<file path="config.mk">
export PLATFORM = sky130hd
export DESIGN_NAME = control_unit_ldst
export DESIGN_NICKNAME = d
export VERILOG_FILES = /design/src/rtl/control_unit_ldst.sv
export SDC_FILE = /design/constraint.sdc
export NUM_CORES = 1
export LEC_CHECK = 0
export CORE_MARGIN = 2
export CORE_UTILIZATION = 35
export CTS_CLUSTER_SIZE = 10
export DETAILED_ROUTE_END_ITERATION = 10
export HOLD_SLACK_MARGIN = 0.15
export PLACE_DENSITY = 0.8
export SETUP_SLACK_MARGIN = 0.1
export SYNTH_ARGS = -nofsm -noshare
export SYNTH_HDL_FRONTEND = slang
export SYNTH_SLANG_ARGS = --single-unit
</file>
<file path="constraint.sdc">
create_clock -name clock -period 1.6 [get_ports clock]
set_input_delay 0.4 -clock clock [delete_from_list [all_inputs] [get_ports clock]]
set_output_delay 0.4 -clock clock [all_outputs]
set_load 0.02 [all_outputs]
</file>
<file path="src/rtl/control_unit_ldst.sv">
// Hardwired Moore sequencer for the Mini SRC datapath: fetch plus ld/ldi/st/addi/nop/halt.
// Optional retired-instruction counter enabled by defining CU_INSTR_COUNT_EN.
module control_unit_ldst #(
    parameter logic [4:0] BUS_PC  = 5'b10100,
    parameter logic [4:0] BUS_ZLO = 5'b10011,
    parameter logic [4:0] BUS_MDR = 5'b10101,
    parameter logic [4:0] BUS_C   = 5'b01100,
    parameter logic [4:0] BUS_REG = 5'b00000,
    parameter logic [3:0] ALU_ADD = 4'b0011
) (
    input  logic        clock,
    input  logic        clear,
    input  logic        run,
    input  logic [4:0]  opcode,
    output logic        incPC,
    output logic        e_PC,
    output logic        e_IR,
    output logic        e_Y,
    output logic        e_Z,
    output logic        e_MDR,
    output logic        e_MAR,
    output logic        ram_read,
    output logic        ram_write,
    output logic        MDR_read,
    output logic        Gra,
    output logic        Grb,
    output logic        Grc,
    output logic        e_Rin,
    output logic        e_Rout,
    output logic        BAout,
    output logic        imm_sel,
    output logic [3:0]  ALU_op,
    output logic [4:0]  BusDataSelect,
    output logic        halted,
    output logic        instr_done,
    output logic [31:0] instr_count,
    output logic [3:0]  state_dbg
);

    typedef enum logic [3:0] {
        IDLE = 4'd0,  T0  = 4'd1,  T0W = 4'd2,  T1   = 4'd3,
        T1W  = 4'd4,  T2  = 4'd5,  T3  = 4'd6,  T4   = 4'd7,
        T5   = 4'd8,  T5W = 4'd9,  T6  = 4'd10, T6W  = 4'd11,
        T7   = 4'd12, HALT = 4'd13
    } state_t;

    typedef enum logic [1:0] {C_LD, C_LDI, C_ST, C_ADDI} cls_t;

    localparam logic [4:0] OP_LD   = 5'b00000;
    localparam logic [4:0] OP_LDI  = 5'b00001;
    localparam logic [4:0] OP_ST   = 5'b00010;
    localparam logic [4:0] OP_ADDI = 5'b01100;
    localparam logic [4:0] OP_HALT = 5'b11011;

    state_t state, next_state;
    cls_t   cls;

    function automatic cls_t decode_class(input logic [4:0] op);
        case (op)
            OP_LDI:  return C_LDI;
            OP_ST:   return C_ST;
            OP_ADDI: return C_ADDI;
            default: return C_LD;
        endcase
    endfunction

    always_ff @(posedge clock) begin
        if (clear) begin
            state <= IDLE;
            cls   <= C_LD;
        end else begin
            state <= next_state;
            if (state == T3)
                cls <= decode_class(opcode);
        end
    end

    always_comb begin
        next_state    = state;
        incPC         = 1'b0;
        e_PC          = 1'b0;
        e_IR          = 1'b0;
        e_Y           = 1'b0;
        e_Z           = 1'b0;
        e_MDR         = 1'b0;
        e_MAR         = 1'b0;
        ram_read      = 1'b0;
        ram_write     = 1'b0;
        MDR_read      = 1'b0;
        Gra           = 1'b0;
        Grb           = 1'b0;
        Grc           = 1'b0;
        e_Rin         = 1'b0;
        e_Rout        = 1'b0;
        BAout         = 1'b0;
        imm_sel       = 1'b0;
        ALU_op        = 4'b0000;
        BusDataSelect = 5'b00000;
        halted        = 1'b0;
        instr_done    = 1'b0;
        case (state)
            IDLE: if (run) next_state = T0;
            T0: begin
                BusDataSelect = BUS_PC;
                e_MAR = 1'b1;
                incPC = 1'b1;
                e_Z   = 1'b1;
                next_state = T0W;
            end
            T0W: next_state = T1;
            T1: begin
                BusDataSelect = BUS_ZLO;
                e_PC     = 1'b1;
                ram_read = 1'b1;
                next_state = T1W;
            end
            T1W: begin
                ram_read = 1'b1;
                MDR_read = 1'b1;
                e_MDR    = 1'b1;
                next_state = T2;
            end
            T2: begin
                BusDataSelect = BUS_MDR;
                e_IR = 1'b1;
                next_state = T3;
            end
            // Only state that looks at the live opcode; later states use the latched class.
            T3: begin
                case (opcode)
                    OP_LD, OP_LDI, OP_ST: begin
                        Grb = 1'b1;
                        BAout = 1'b1;
                        BusDataSelect = BUS_REG;
                        e_Y = 1'b1;
                        next_state = T4;
                    end
                    OP_ADDI: begin
                        Grb = 1'b1;
                        e_Rout = 1'b1;
                        BusDataSelect = BUS_REG;
                        e_Y = 1'b1;
                        next_state = T4;
                    end
                    OP_HALT: next_state = HALT;
                    default: begin
                        instr_done = 1'b1;
                        next_state = T0;
                    end
                endcase
            end
            T4: begin
                BusDataSelect = BUS_C;
                imm_sel = 1'b1;
                ALU_op  = ALU_ADD;
                e_Z     = 1'b1;
                next_state = T5;
            end
            T5: begin
                BusDataSelect = BUS_ZLO;
                if (cls == C_LDI || cls == C_ADDI) begin
                    Gra = 1'b1;
                    e_Rin = 1'b1;
                    instr_done = 1'b1;
                    next_state = T0;
                end else begin
                    e_MAR = 1'b1;
                    next_state = T5W;
                end
            end
            T5W: next_state = T6;
            T6: begin
                if (cls == C_ST) begin
                    Gra = 1'b1;
                    e_Rout = 1'b1;
                    BusDataSelect = BUS_REG;
                    e_MDR = 1'b1;
                end else begin
                    ram_read = 1'b1;
                end
                next_state = T6W;
            end
            T6W: begin
                if (cls == C_ST) begin
                    ram_write = 1'b1;
                end else begin
                    ram_read = 1'b1;
                    MDR_read = 1'b1;
                    e_MDR    = 1'b1;
                end
                next_state = T7;
            end
            T7: begin
                if (cls != C_ST) begin
                    BusDataSelect = BUS_MDR;
                    Gra   = 1'b1;
                    e_Rin = 1'b1;
                end
                instr_done = 1'b1;
                next_state = T0;
            end
            HALT: halted = 1'b1;
            default: next_state = IDLE;
        endcase
    end

    assign state_dbg = state;

`ifdef CU_INSTR_COUNT_EN
    logic [31:0] count;

    always_ff @(posedge clock) begin
        if (clear)
            count <= 32'd0;
        else if (instr_done)
            count <= count + 32'd1;
    end

    assign instr_count = count;
`else
    assign instr_count = 32'd0;
`endif

endmodule

</file>
Word level (Yosys, flattened, before mapping):

Cells that the tools add are included.

* bits in registers: 6
* bits in latches: 0
* RAM bits: 0
* ROM bits: 0
* bits of input ports: 8
* output and inout bits: 64
* logic and storage cells: 70
* memories kept: 0

* add/subtract/negate cells: 0
* $mul: 0
* div/mod/pow operators: 0
* order comparisons: 0
* equality and inequality tests: 22
* shift operators: 0
* muxes and demuxes: 34
* bitwise logic cells: 1
* reductions and logical operators: 11

Operators by type and width (count)
* $pmux 4 s14: 1
* $pmux 5 s5: 1
* $eq 4x4->1 const B: 6
* $mux 1: 18
* $eq 4x3->1 const B: 4
* $pmux 1 s2: 5
* $pmux 1 s3: 3
* $eq 4x2->1 const B: 2
* $mux 4: 2
* $pmux 4 s2: 1
* $reduce_or 2->1: 4
* $pmux 2 s3: 1
* $eq 5x1->1 const B: 1
* $eq 5x2->1 const B: 1
* $eq 5x4->1 const B: 1
* $eq 5x5->1 const B: 1
* $logic_not 5->1: 1
* $mux 5: 1
* $reduce_or 5->1: 1
* $eq 2x2->1 const B: 2
* $eq 4x1->1 const B: 1
* $logic_not 4->1: 1
* $ne 2x2->1 const B: 2
* $reduce_or 4->1: 1
* 6 further kinds: 6

Depth between registers and ports, before layout:

* word-level depth: 4
* gate-level depth with buffers: 6
* depth with buffers taken out: 4

Worst setup path before layout:

Ideal clock, no wire load.

* path type: register to output
* start: reg state[2], in the netlist state_dbg[2]
* end: out BAout
* arrival time: 1.951 ns
* required time: 1.200 ns
* slack: -0.751 ns
* stages on the path, launching flop included: 4
* buffers on the path: 1
* path through: dfxtp_1 -> buf_2 -> nand4bb_4 -> a2111oi_0

* cells in the longest elaborated chain, start to end: 2

Ends and longest elaborated chain
* start, declared: line 55 `state_t state, next_state;`
* start signal, assigned: line 72 `state <= next_state;`
* $eq 4x3->1: line 101 `case (state)`
* $mux 1: line 101
* end, declared: line 30 `output logic BAout,`

Every way passes these cells.

Final worst setup path:

* start: reg state[2], in the netlist state_dbg[2]
* end: out e_Rout

* cells in the longest elaborated chain, start to end: 2
* elaborated cells between the ends (all ways): 3
* classes of those cells: eq/ne (2); mux (1)

Ends and longest elaborated chain
* $eq 4x4->1 or $eq 4x3->1 (tied branches): line 101
* $pmux 1 s2 *: line 101
* end, declared: line 29 `output logic e_Rout,`

Mark *: on every way between the ends. The rest lies on a longest branch, timed or not.

==> results.cfg <==
[timing]
setup_violations = 25
finalClockSkew_ns = 0.006609
fin_crit_sh_pct = 113.9
setup_ws_ns = -0.2228
hold_viol_final = 0
max_freq_ghz = 0.5486
drv_slew = 0
period_needed_ns = 1.823
rsz0062_at_grt = yes

[setup_path]
r2r-start = state_dbg[2]
cp-start-kind = register
r2r_cells = 6
cpMostUsedCell = buf_6
crit_required_ns = 1.20
worstPathCellList = buf_6 > nor2b_4 > nand2_2 > o41ai_2 > and3b_2 > buf_6
end_kind = primary output
crit_type = register to primary output
slowest_delay_ns = 0.37
cp_slowest_cell = dfxtp_4
cp-startpoint = state_dbg[2]
cp.arrival_ns = 1.42
cp_max_fo = 5

[clocking]
root_buffer = clkbuf_4
htree_levels = 1
tritoncts = yes
clk_latency_ns = 0.26
clk_pin_slew_ns = 0.05
cts_hold_buf = 0
clock_sinks = 6
clockBufferDepth = 2
numCtsBuffers = 3

[global_route]
grt_antenna_before_repair = 0
grt_max_degree = 13
gr-usage-all-layers_pct = 24.01
grt_pass1_wl_mm = 6.078
grt_overflow_total = 0
grt_pass1_vias = 1254

[synthesis]
yosysSeqAreaShare_pct = 11.96
synth_cell_types = 34
syn_inst = 149
synth-seq-cells = 6
ys_warn_count = 0
synth-edff-count = 0
synthFlopType = dfxtp_1
ys_async_sr_fraction_pct = 0
syn_area_per_cell_um2 = 6.743
syn_area_mm2 = 0.001005

[min_path]
hold_class = register to register
hp-start = cls[1]
hold-path-cell-count = 3

[route]
wl_per_cell_um = 15.99
vias = 1380
drtIter0Drc = 69
drt-total-wl_mm = 4.364
ant_nets = 0
vias_per_cell = 5.055
first_pass_iters = 4
drcViolationCount = 0

[place]
gp_congestion = 0.8335
dp_hpwl_mm = 2.341
pre_cts_ws_ns = -1.014
dpl.cell_count = 249
port_buffers = 36

[cells_and_area]
antenna_cells = 0
syn_to_final_growth_pct = 104.4
final_common_cell = buf_4
drive_gt1_share_pct = 64.88
finalNonFillerCells = 273
final_cell_mix = buf_4, conb_1, buf_6, nor2_1, a21oi_1
nets = 252

[floorplan]
rows = 19
fp.dieW_um = 57.58
core_area_mm2 = 0.002734
start_util_pct = 36.75
die_h_um = 57.58
io_pins = 72
die-area_mm2 = 0.003315

[pwr]
power.density_mw_per_mm2 = 465.1
ir_worst_vdd_uv = 472.6
p_leak_nw = 0.9593

[job]
maxCapViolations = 0

[run_status]
violations = setup timing
status = finished with violations
sequential cells by signal, summed over array words and instances (netlist names):
| register | count |
|---|---|
| cls | 2 |
| state_dbg | 4 |
cells by family after synthesis:
kind of cell,Yosys count,share of synthesized area (%)
simple gates,56,31.01
flops,6,11.96
compound gates,34,21.30
xor+xnor,1,0.8719
buf+inv,51,34.50
other cells,1,0.3732
cell usage after synthesis (2+ instances only):
cell / number / area share (%)
a2bb2oi_1: 2 / 1.7
o22ai_1: 4 / 2.5
clkbuf_1: 5 / 1.9
nand2b_1: 5 / 3.1
dfxtp_1: 6 / 12
nand3_1: 2 / 1.0
nor2b_1: 5 / 3.1
nand4_1: 3 / 1.9
inv_1: 5 / 1.9
and3b_1: 2 / 1.7
nand2_1: 8 / 3.0
nor2_1: 17 / 6.4
nor3_1: 6 / 3.0
o21ai_0: 7 / 3.5
o41ai_1: 2 / 1.7
nand3b_1: 3 / 2.2
or2_2: 2 / 1.2
buf_4: 39 / 29
a31oi_1: 2 / 1.2
a21oi_1: 10 / 5.0
critical path: cells and delay by family, from the launching register on:
kind / cells / cell delay, ns
compound gates: 1 / 0.06
buf+inv: 2 / 0.26
flops: 1 / 0.37
simple gates: 3 / 0.47
what timing repair did:
item | in CTS | in global routing
buffers inserted | 15 | 6
pin swaps | 15 | 6
resized for setup | 211 | 29
setup endpoints to repair | 34 | 30
cell type report:
type,count,area (µm²)
flip-flops and latches,6,136.4
fillers,174,680.7
clock buffers,3,22.52
repair buffers,102,893.4
inverters,5,18.77
well taps,31,38.79
multi-input cells,126,943.4
report_power, final:
part           leakage [nW]  internal (W)  switching [W]  total (W)
logic                 0.893      0.000280       0.000339   0.000619
clock network        0.0138     0.0000858      0.0000691   0.000155
registers            0.0522      0.000157      0.0000241   0.000181
final timing paths:
check | endpoint | slack (ns)
setup / recovery | e_Rout | -0.22
hold / removal | cls[1] | 0.61
setup reg to reg | cls[1] | 0.01
hold reg to reg | cls[1] | 0.61
per-stage QoR:
| stage | instance area (µm²) | hold slack, ns | util [%] | setup TNS (ns) | power, W |
|---|---|---|---|---|---|
| floorplan | 1274 | 0.4473 | - | 0 | 0.0005079 |
| global placement | 1655 | 0.5682 | 60.55 | -11.95 | 0.0006392 |
| detailed placement | 1655 | 0.5784 | 60.55 | -12.53 | 0.0006441 |
| CTS | 1917 | 0.6073 | 70.11 | -1.894 | 0.0008731 |
| global route | 2053 | 0.6515 | 75.10 | -4.106 | 0.0009994 |
| finish | 2053 | 0.6144 | 75.10 | -2.830 | 0.0009549 |
metal layers:
| layer | up-vias | track usage, % | wire length, µm |
|---|---|---|---|
| met1 | 652 | 30.11 | 1728 |
| li1 | 628 | - | - |
| met3 | 9 | 6.349 | 380 |
| met2 | 91 | 39.77 | 2187 |
| met4 | 0 | 7.973 | 67 |
| met5 | - | 0 | 0 |
No activity file was read; power rests on OpenSTA's default activity.
